==> config.mk <==
export PLATFORM = sky130hd
export DESIGN_NAME = instruction_fetch_stage
export DESIGN_NICKNAME = d
export VERILOG_FILES = /design/src/rtl/instruction_fetch_stage.sv
export SDC_FILE = /design/constraint.sdc
export NUM_CORES = 1
export LEC_CHECK = 0
export BUFFER_PORTS_ARGS = -buffer_cell sky130_fd_sc_hd__buf_2
export CORE_MARGIN = 2
export CORE_UTILIZATION = 53
export DETAILED_ROUTE_END_ITERATION = 10
export GPL_ROUTABILITY_DRIVEN = 0
export PLACE_DENSITY = 0.81
export RECOVER_POWER = 100
export SETUP_SLACK_MARGIN = 0.05
export SYNTH_ARGS = -nofsm -noshare
export SYNTH_HDL_FRONTEND = slang
export SYNTH_SLANG_ARGS = --single-unit
export TNS_END_PERCENT = 10
==> constraint.sdc <==
create_clock -name clk -period 5.5 [get_ports clk]
set_input_delay 0.55 -clock clk [delete_from_list [all_inputs] [get_ports clk]]
set_output_delay 0.55 -clock clk [all_outputs]
set_load 0.05 [all_outputs]
==> src/rtl/instruction_fetch_stage.sv <==
// RV32I fetch stage: single-outstanding imem handshake, one-entry skid buffer, IF/ID register.
// Optional macro FETCH_ALIGN_CHECK_EN traps misaligned redirects into a sticky FAULT state.
module instruction_fetch_stage #(
  parameter logic [31:0] RESET_PC  = 32'h0000_0000,
  parameter logic [31:0] NOP_INSTR = 32'h0000_0013
) (
  input  logic        clk,
  input  logic        reset,
  output logic        imem_req,
  output logic [31:0] imem_addr,
  input  logic        imem_ready,
  input  logic        imem_rvalid,
  input  logic [31:0] imem_rdata,
  input  logic        stall,
  input  logic        redirect_valid,
  input  logic [31:0] redirect_pc,
  output logic        if_valid,
  output logic [31:0] if_instr,
  output logic [31:0] if_pc,
  output logic [31:0] if_pc_plus4,
  output logic        fault
);

  typedef enum logic [2:0] {
    S_FETCH = 3'd0,
    S_WAIT  = 3'd1,
    S_HOLD  = 3'd2,
    S_DRAIN = 3'd3,
    S_FAULT = 3'd4
  } state_t;

  state_t      state;
  state_t      state_n;
  logic [31:0] pc;
  logic [31:0] instr_p0;
  logic [31:0] pc_p0;
  logic [31:0] instr_p1;
  logic [31:0] pc_p1;
  logic        vld_p1;

  logic        take_redirect;
  logic        redirect_bad;
  logic [31:0] redirect_target;
  logic        resp_pending;
  logic        load_mem;
  logic        load_skid;
  logic        store_skid;

`ifdef FETCH_ALIGN_CHECK_EN
  logic fault_q;
  assign redirect_bad    = (redirect_pc[1:0] != 2'b00);
  assign redirect_target = redirect_pc;
`else
  assign redirect_bad    = 1'b0;
  assign redirect_target = redirect_pc & 32'hFFFF_FFFC;
`endif

  // FAULT is terminal until reset, so redirects there are ignored
  assign take_redirect = redirect_valid && (state != S_FAULT);

  // A response is still owed to us after this edge: accepted now, or accepted earlier and not yet back
  assign resp_pending = ((state == S_FETCH) && imem_ready) ||
                        (((state == S_WAIT) || (state == S_DRAIN)) && !imem_rvalid);

  assign load_mem   = !take_redirect && (state == S_WAIT) && imem_rvalid && (!vld_p1 || !stall);
  assign store_skid = !take_redirect && (state == S_WAIT) && imem_rvalid && vld_p1 && stall;
  assign load_skid  = !take_redirect && (state == S_HOLD) && !stall;

  always_ff @(posedge clk) begin
    if (reset) begin
      state <= S_FETCH;
    end else begin
      state <= state_n;
    end
  end

  always_comb begin
    state_n = state;
    case (state)
      S_FETCH: if (imem_ready) state_n = S_WAIT;
      S_WAIT: begin
        if (imem_rvalid) begin
          if (!vld_p1 || !stall) state_n = S_FETCH;
          else                   state_n = S_HOLD;
        end
      end
      S_HOLD:  if (!stall) state_n = S_FETCH;
      S_DRAIN: if (imem_rvalid) state_n = S_FETCH;
      S_FAULT: state_n = S_FAULT;
      default: state_n = S_FETCH;
    endcase
    if (take_redirect) begin
      if (redirect_bad)      state_n = S_FAULT;
      else if (resp_pending) state_n = S_DRAIN;
      else                   state_n = S_FETCH;
    end
  end

  // imem_req depends only on the state register (and reset), never on rvalid or stall
  always_comb begin
    imem_req = 1'b0;
    if ((state == S_FETCH) && !reset) imem_req = 1'b1;
  end

  // Stage p1: PC and IF/ID control
  always_ff @(posedge clk) begin
    if (reset) begin
      pc     <= RESET_PC;
      vld_p1 <= 1'b0;
      pc_p1  <= 32'h0000_0000;
    end else if (take_redirect) begin
      pc     <= redirect_target;
      vld_p1 <= 1'b0;
    end else begin
      if ((state == S_WAIT) && imem_rvalid) pc <= pc + 32'd4;
      if (load_mem) begin
        vld_p1 <= 1'b1;
        pc_p1  <= pc;
      end else if (load_skid) begin
        vld_p1 <= 1'b1;
        pc_p1  <= pc_p0;
      end else if (!stall) begin
        vld_p1 <= 1'b0;
      end
    end
  end

  // Stage p0/p1 data: skid buffer and instruction word, validity carried by state and vld_p1
  always_ff @(posedge clk) begin
    if (store_skid) begin
      instr_p0 <= imem_rdata;
      pc_p0    <= pc;
    end
    if (load_mem) begin
      instr_p1 <= imem_rdata;
    end else if (load_skid) begin
      instr_p1 <= instr_p0;
    end
  end

`ifdef FETCH_ALIGN_CHECK_EN
  always_ff @(posedge clk) begin
    if (reset) begin
      fault_q <= 1'b0;
    end else if (take_redirect && redirect_bad) begin
      fault_q <= 1'b1;
    end
  end
  assign fault = fault_q;
`else
  assign fault = 1'b0;
`endif

  assign imem_addr   = pc;
  assign if_valid    = vld_p1;
  assign if_instr    = vld_p1 ? instr_p1 : NOP_INSTR;
  assign if_pc       = pc_p1;
  assign if_pc_plus4 = pc_p1 + 32'd4;

endmodule

==> impl.org <==
** Outcome
- Run status :: complete, but fails checks
- The final reports fail on max-capacitance violations, max-slew violations.

** Finish
- After the last flow step, the layout net total stands at roughly 1000.
- After filler insertion, the fill cell instance count of the layout stands at around 1200.
- The top cell types in the final layout, fill and taps aside, are sky130_fd_sc_hd__nand2_1, sky130_fd_sc_hd__clkbuf_1, sky130_fd_sc_hd__edfxtp_1.
- Most frequent standard cell in the layout excluding fill and tap cells :: sky130_fd_sc_hd__nand2_1
- Layout overhead on the synthesized area :: 19.3%
- Once layout is complete, the utilization of the core stands at between 60% and 70%.
- Share of cells above drive strength 1 :: between 10% and 20%

** Synthesis
- Summing every instance area after synthesis gives roughly 7400 sq um.
- Sequential elements use between 50% and 60% of the synthesized area.
- EDFF count, synth :: 94
- Among all flip-flop cells after synthesis, the most frequent one is sky130_fd_sc_hd__edfxtp_1.
- The synthesized design contains between 150 and 200 register bits.
- Yosys attributes the largest share of cell area to sky130_fd_sc_hd__edfxtp_1, sky130_fd_sc_hd__dfxtp_1, sky130_fd_sc_hd__nand2_1, sky130_fd_sc_hd__xnor2_1, sky130_fd_sc_hd__a311oi_1.
- Syn Inst Count :: between 700 and 800
- Average cell area after synthesis :: ~9.8 sq um
- The synthesized design spends more area on one cell type than any other, namely sky130_fd_sc_hd__edfxtp_1.
- Area fraction of the dominant cell type after synthesis :: 38.2%
- Yosys printed 0 warnings.
- Post-synthesis cell type count :: 53
- Fraction of synthesis flops using an asynchronous set or reset pin :: 0%

** Setup path
- The largest single stage delay on the critical path is 1.41 ns.
- The worst setup path is launched from a register.
- Critical-path top delay cell :: sky130_fd_sc_hd__clkbuf_1
- CP delay by family, top :: simple AND/OR/NAND/NOR gates
- The critical path is of the reg2reg type.
- CP bufs+invs :: 1
- Traced cell by cell, the critical path runs through nor2b_1, nand3_1, nor2_4, clkbuf_1.
- Worst path arrival time :: between 3 and 4 ns
- CP max FO :: 34
- Crit path capture type :: register
- At the worst endpoint, the required time is 5.51 ns.

** Clock tree
- In this run the number of H-tree levels came out at 4.
- CTS tree :: yes
- After clock tree synthesis, the clock-pin slew on the worst setup and hold paths is approximately 0.060 ns.
- Post-cts hold buffer count :: 0
- Number of clock buffers inserted by TritonCTS :: 17
- Clock latency of the later-clocked register in the worst-skew pair :: 0.42 ns
- Clock tree synthesis found a total of 158 sinks.
- The longest clock path from root to sink contains 2 buffers.
- Clock root cell :: sky130_fd_sc_hd__clkbuf_16
- After clock tree synthesis, the setup repair step added 0 buffers.
- Once the clock tree was built, the resizer swapped 0 gates to a different size.

** Drt
- DRT Wirelength :: around 19000 um
- Remaining routing DRC violations :: 0
- Once detail routing completed, the nets flagged for antenna violations numbered 0.
- Drt via density :: roughly 5.5
- Before antenna repair, the detailed router went through 5 iterations.
- After the first detailed-routing iteration, the DRC count stood at 541.
- Vias post-DR :: about 6200
- Routed wire length per instance :: roughly 16 um

** Power and ir drop
- Peak supply drop :: roughly 0.16 mV
- In this run the static leakage power is 3.14 nW.
- Power per cell area :: roughly 330 nW/um^2
- Pwr Total :: between 2 and 3 mW

** Timing
- Relative slew margins :: -25.5%
- For the pin with the worst max-slew slack, the measured transition is ~1.9 ns.
- For the final database, setup skew stands at 0.00547 ns.
- The hold violation total from the final report came to 0.
- For the final routed database, the setup TNS stands at 0 ns.
- Worst hold slack after final layout :: 0.319 ns
- The number of max-slew violations in the final report is around 120.
- RSZ-0062 raised after global routing :: false
- Final count of negative-setup-slack endpoints :: 0
- The worst path uses between 70 and 80% of the clock period.
- Maximum clock rate :: roughly 260 MHz
- The worst path needs 3.90 ns of the cycle, external delays included.

** Global route
- Overflow after GRT :: 0
- In the global route stage, overall resource usage came out at 25.0%.
- Maximum number of pins on one net before global-route repair :: 87
- The first global-routing pass estimated between 20000 and 30000 um of wire.
- Vias in the first global route :: 5593
- Initial antenna violation count :: 4

** Placed design
- Buffers placed on the I/O ports in this run total roughly 190.
- The HPWL after detailed placement is 12300 um.

** Die
- The die covers about 15000 sq um.
- Floorplan row count :: between 40 and 50
- IO Pins :: ~200
- Die width :: between 100 and 150 um
- The core region is approximately 14000 sq um.
- The die is between 100 and 150 um tall.
- Initial cell density of the core :: approximately 54%

** Flow run
- Max-cap violations in this run came to 2.

** Worst hold path
- Worst hold-check path type :: in2reg
per-layer routing:
| metal | part of all wire [%] | wire, um | global-route usage (%) | vias to the layer above |
|---|---|---|---|---|
| met5 | 0 | 0 | 0 | - |
| met4 | 2.7 | 498 | 10.4 | 0 |
| met3 | 5.7 | 1060 | 5.52 | 34 |
| met2 | 49 | 9110 | 40.7 | 204 |
| met1 | 42 | 7890 | 32.5 | 2901 |
| li1 | - | - | - | 3019 |
final timing paths:
check            startpoint      endpoint  slack [ns]  cells after the start
max                state[0]      pc_p0[6]        1.60                      4
min reg2reg    instr_p0[11]  instr_p1[11]        0.51                      2
max reg2reg        state[0]      pc_p0[6]        1.60                      4
min          imem_rdata[31]  instr_p0[31]        0.32                      1
report_power, final:
| group | switching (mW) | leakage (nW) | internal, mW | total [mW] |
|---|---|---|---|---|
| clock network | 0.464 | 0.275 | 0.665 | 1.13 |
| registers | 0.0609 | 1.39 | 1.30 | 1.36 |
| logic | 0.321 | 1.48 | 0.0996 | 0.421 |
cells in the mapped netlist, types with 2 or more instances:
library cell and n:
sky130_fd_sc_hd__nor3_1 15, sky130_fd_sc_hd__or3_1 2, sky130_fd_sc_hd__edfxtp_1 94, sky130_fd_sc_hd__nand3_1 22, sky130_fd_sc_hd__a211oi_2 2, sky130_fd_sc_hd__clkbuf_1 38, sky130_fd_sc_hd__ha_1 2, sky130_fd_sc_hd__nor2b_1 4
sky130_fd_sc_hd__o31ai_1 2, sky130_fd_sc_hd__inv_1 12, sky130_fd_sc_hd__dfxtp_1 64, sky130_fd_sc_hd__a21oi_1 23, sky130_fd_sc_hd__nor4_1 4, sky130_fd_sc_hd__nor3b_1 2, sky130_fd_sc_hd__a211oi_1 2, sky130_fd_sc_hd__nor2_1 60
sky130_fd_sc_hd__nand2_1 182, sky130_fd_sc_hd__and3_1 20, sky130_fd_sc_hd__o21ai_0 7, sky130_fd_sc_hd__a221oi_1 3, sky130_fd_sc_hd__xor2_1 9, sky130_fd_sc_hd__or4_1 3, sky130_fd_sc_hd__a22oi_1 2, sky130_fd_sc_hd__nand4_1 11
sky130_fd_sc_hd__xnor2_1 43, sky130_fd_sc_hd__buf_2 3, sky130_fd_sc_hd__or2_2 3, sky130_fd_sc_hd__and2_1 31, sky130_fd_sc_hd__o22ai_2 2, sky130_fd_sc_hd__a31oi_1 4, sky130_fd_sc_hd__nand2b_1 6, sky130_fd_sc_hd__o22ai_1 17
sky130_fd_sc_hd__a311oi_1 31, sky130_fd_sc_hd__and2_0 2, sky130_fd_sc_hd__and4_1 4, sky130_fd_sc_hd__nor4_2 4, sky130_fd_sc_hd__buf_4 7
state kept, by name, indices dropped and copies added, names as in the netlist:
| signal | flops |
|---|---|
| imem_addr | 30 |
| instr_p0 | 32 |
| instr_p1 | 32 |
| pc_p0 | 30 |
| state | 3 |
| if_pc | 30 |
| if_valid | 1 |
stage by stage:
step           area (sq um)  instances  setup WS [ns]
6_report               8830       1129           1.60
5_1_grt                8830       1129           1.21
4_1_cts                9040       1125           2.24
3_5_place_dp           8470       1093           2.37
3_3_place_gp           8470       1093           2.45
2_1_floorplan          7420        764           1.40
cell type report:
cell class              count  area [sq um]  share of cell area (%)
clock buffers              17           425                    4.82
diodes                      4          10.0                   0.113
clock inverters            15           145                    1.64
multi-input cells         543          3040                    34.4
repair buffers            200           835                    9.45
flip-flops and latches    158          4100                    46.5
inverters                  12          45.0                   0.510
well taps                 180           225                    2.55
logic make-up (layout without fill, tap and decap cells):
| kind of cell | count (synthesis) | after routing | share of synthesized area, % |
|---|---|---|---|
| compound gates | 100 | 100 | 9.69 |
| xor+xnor | 52 | 52 | 6.16 |
| fa+ha+maj | 2 | 2 | 0.338 |
| buf+inv | 63 | 244 | 3.72 |
| flops | 158 | 158 | 55.5 |
| other cells | 1 | 11 | 0.0507 |
| simple gates | 382 | 382 | 24.6 |
Note: power is estimated with default switching activity, not from simulation.
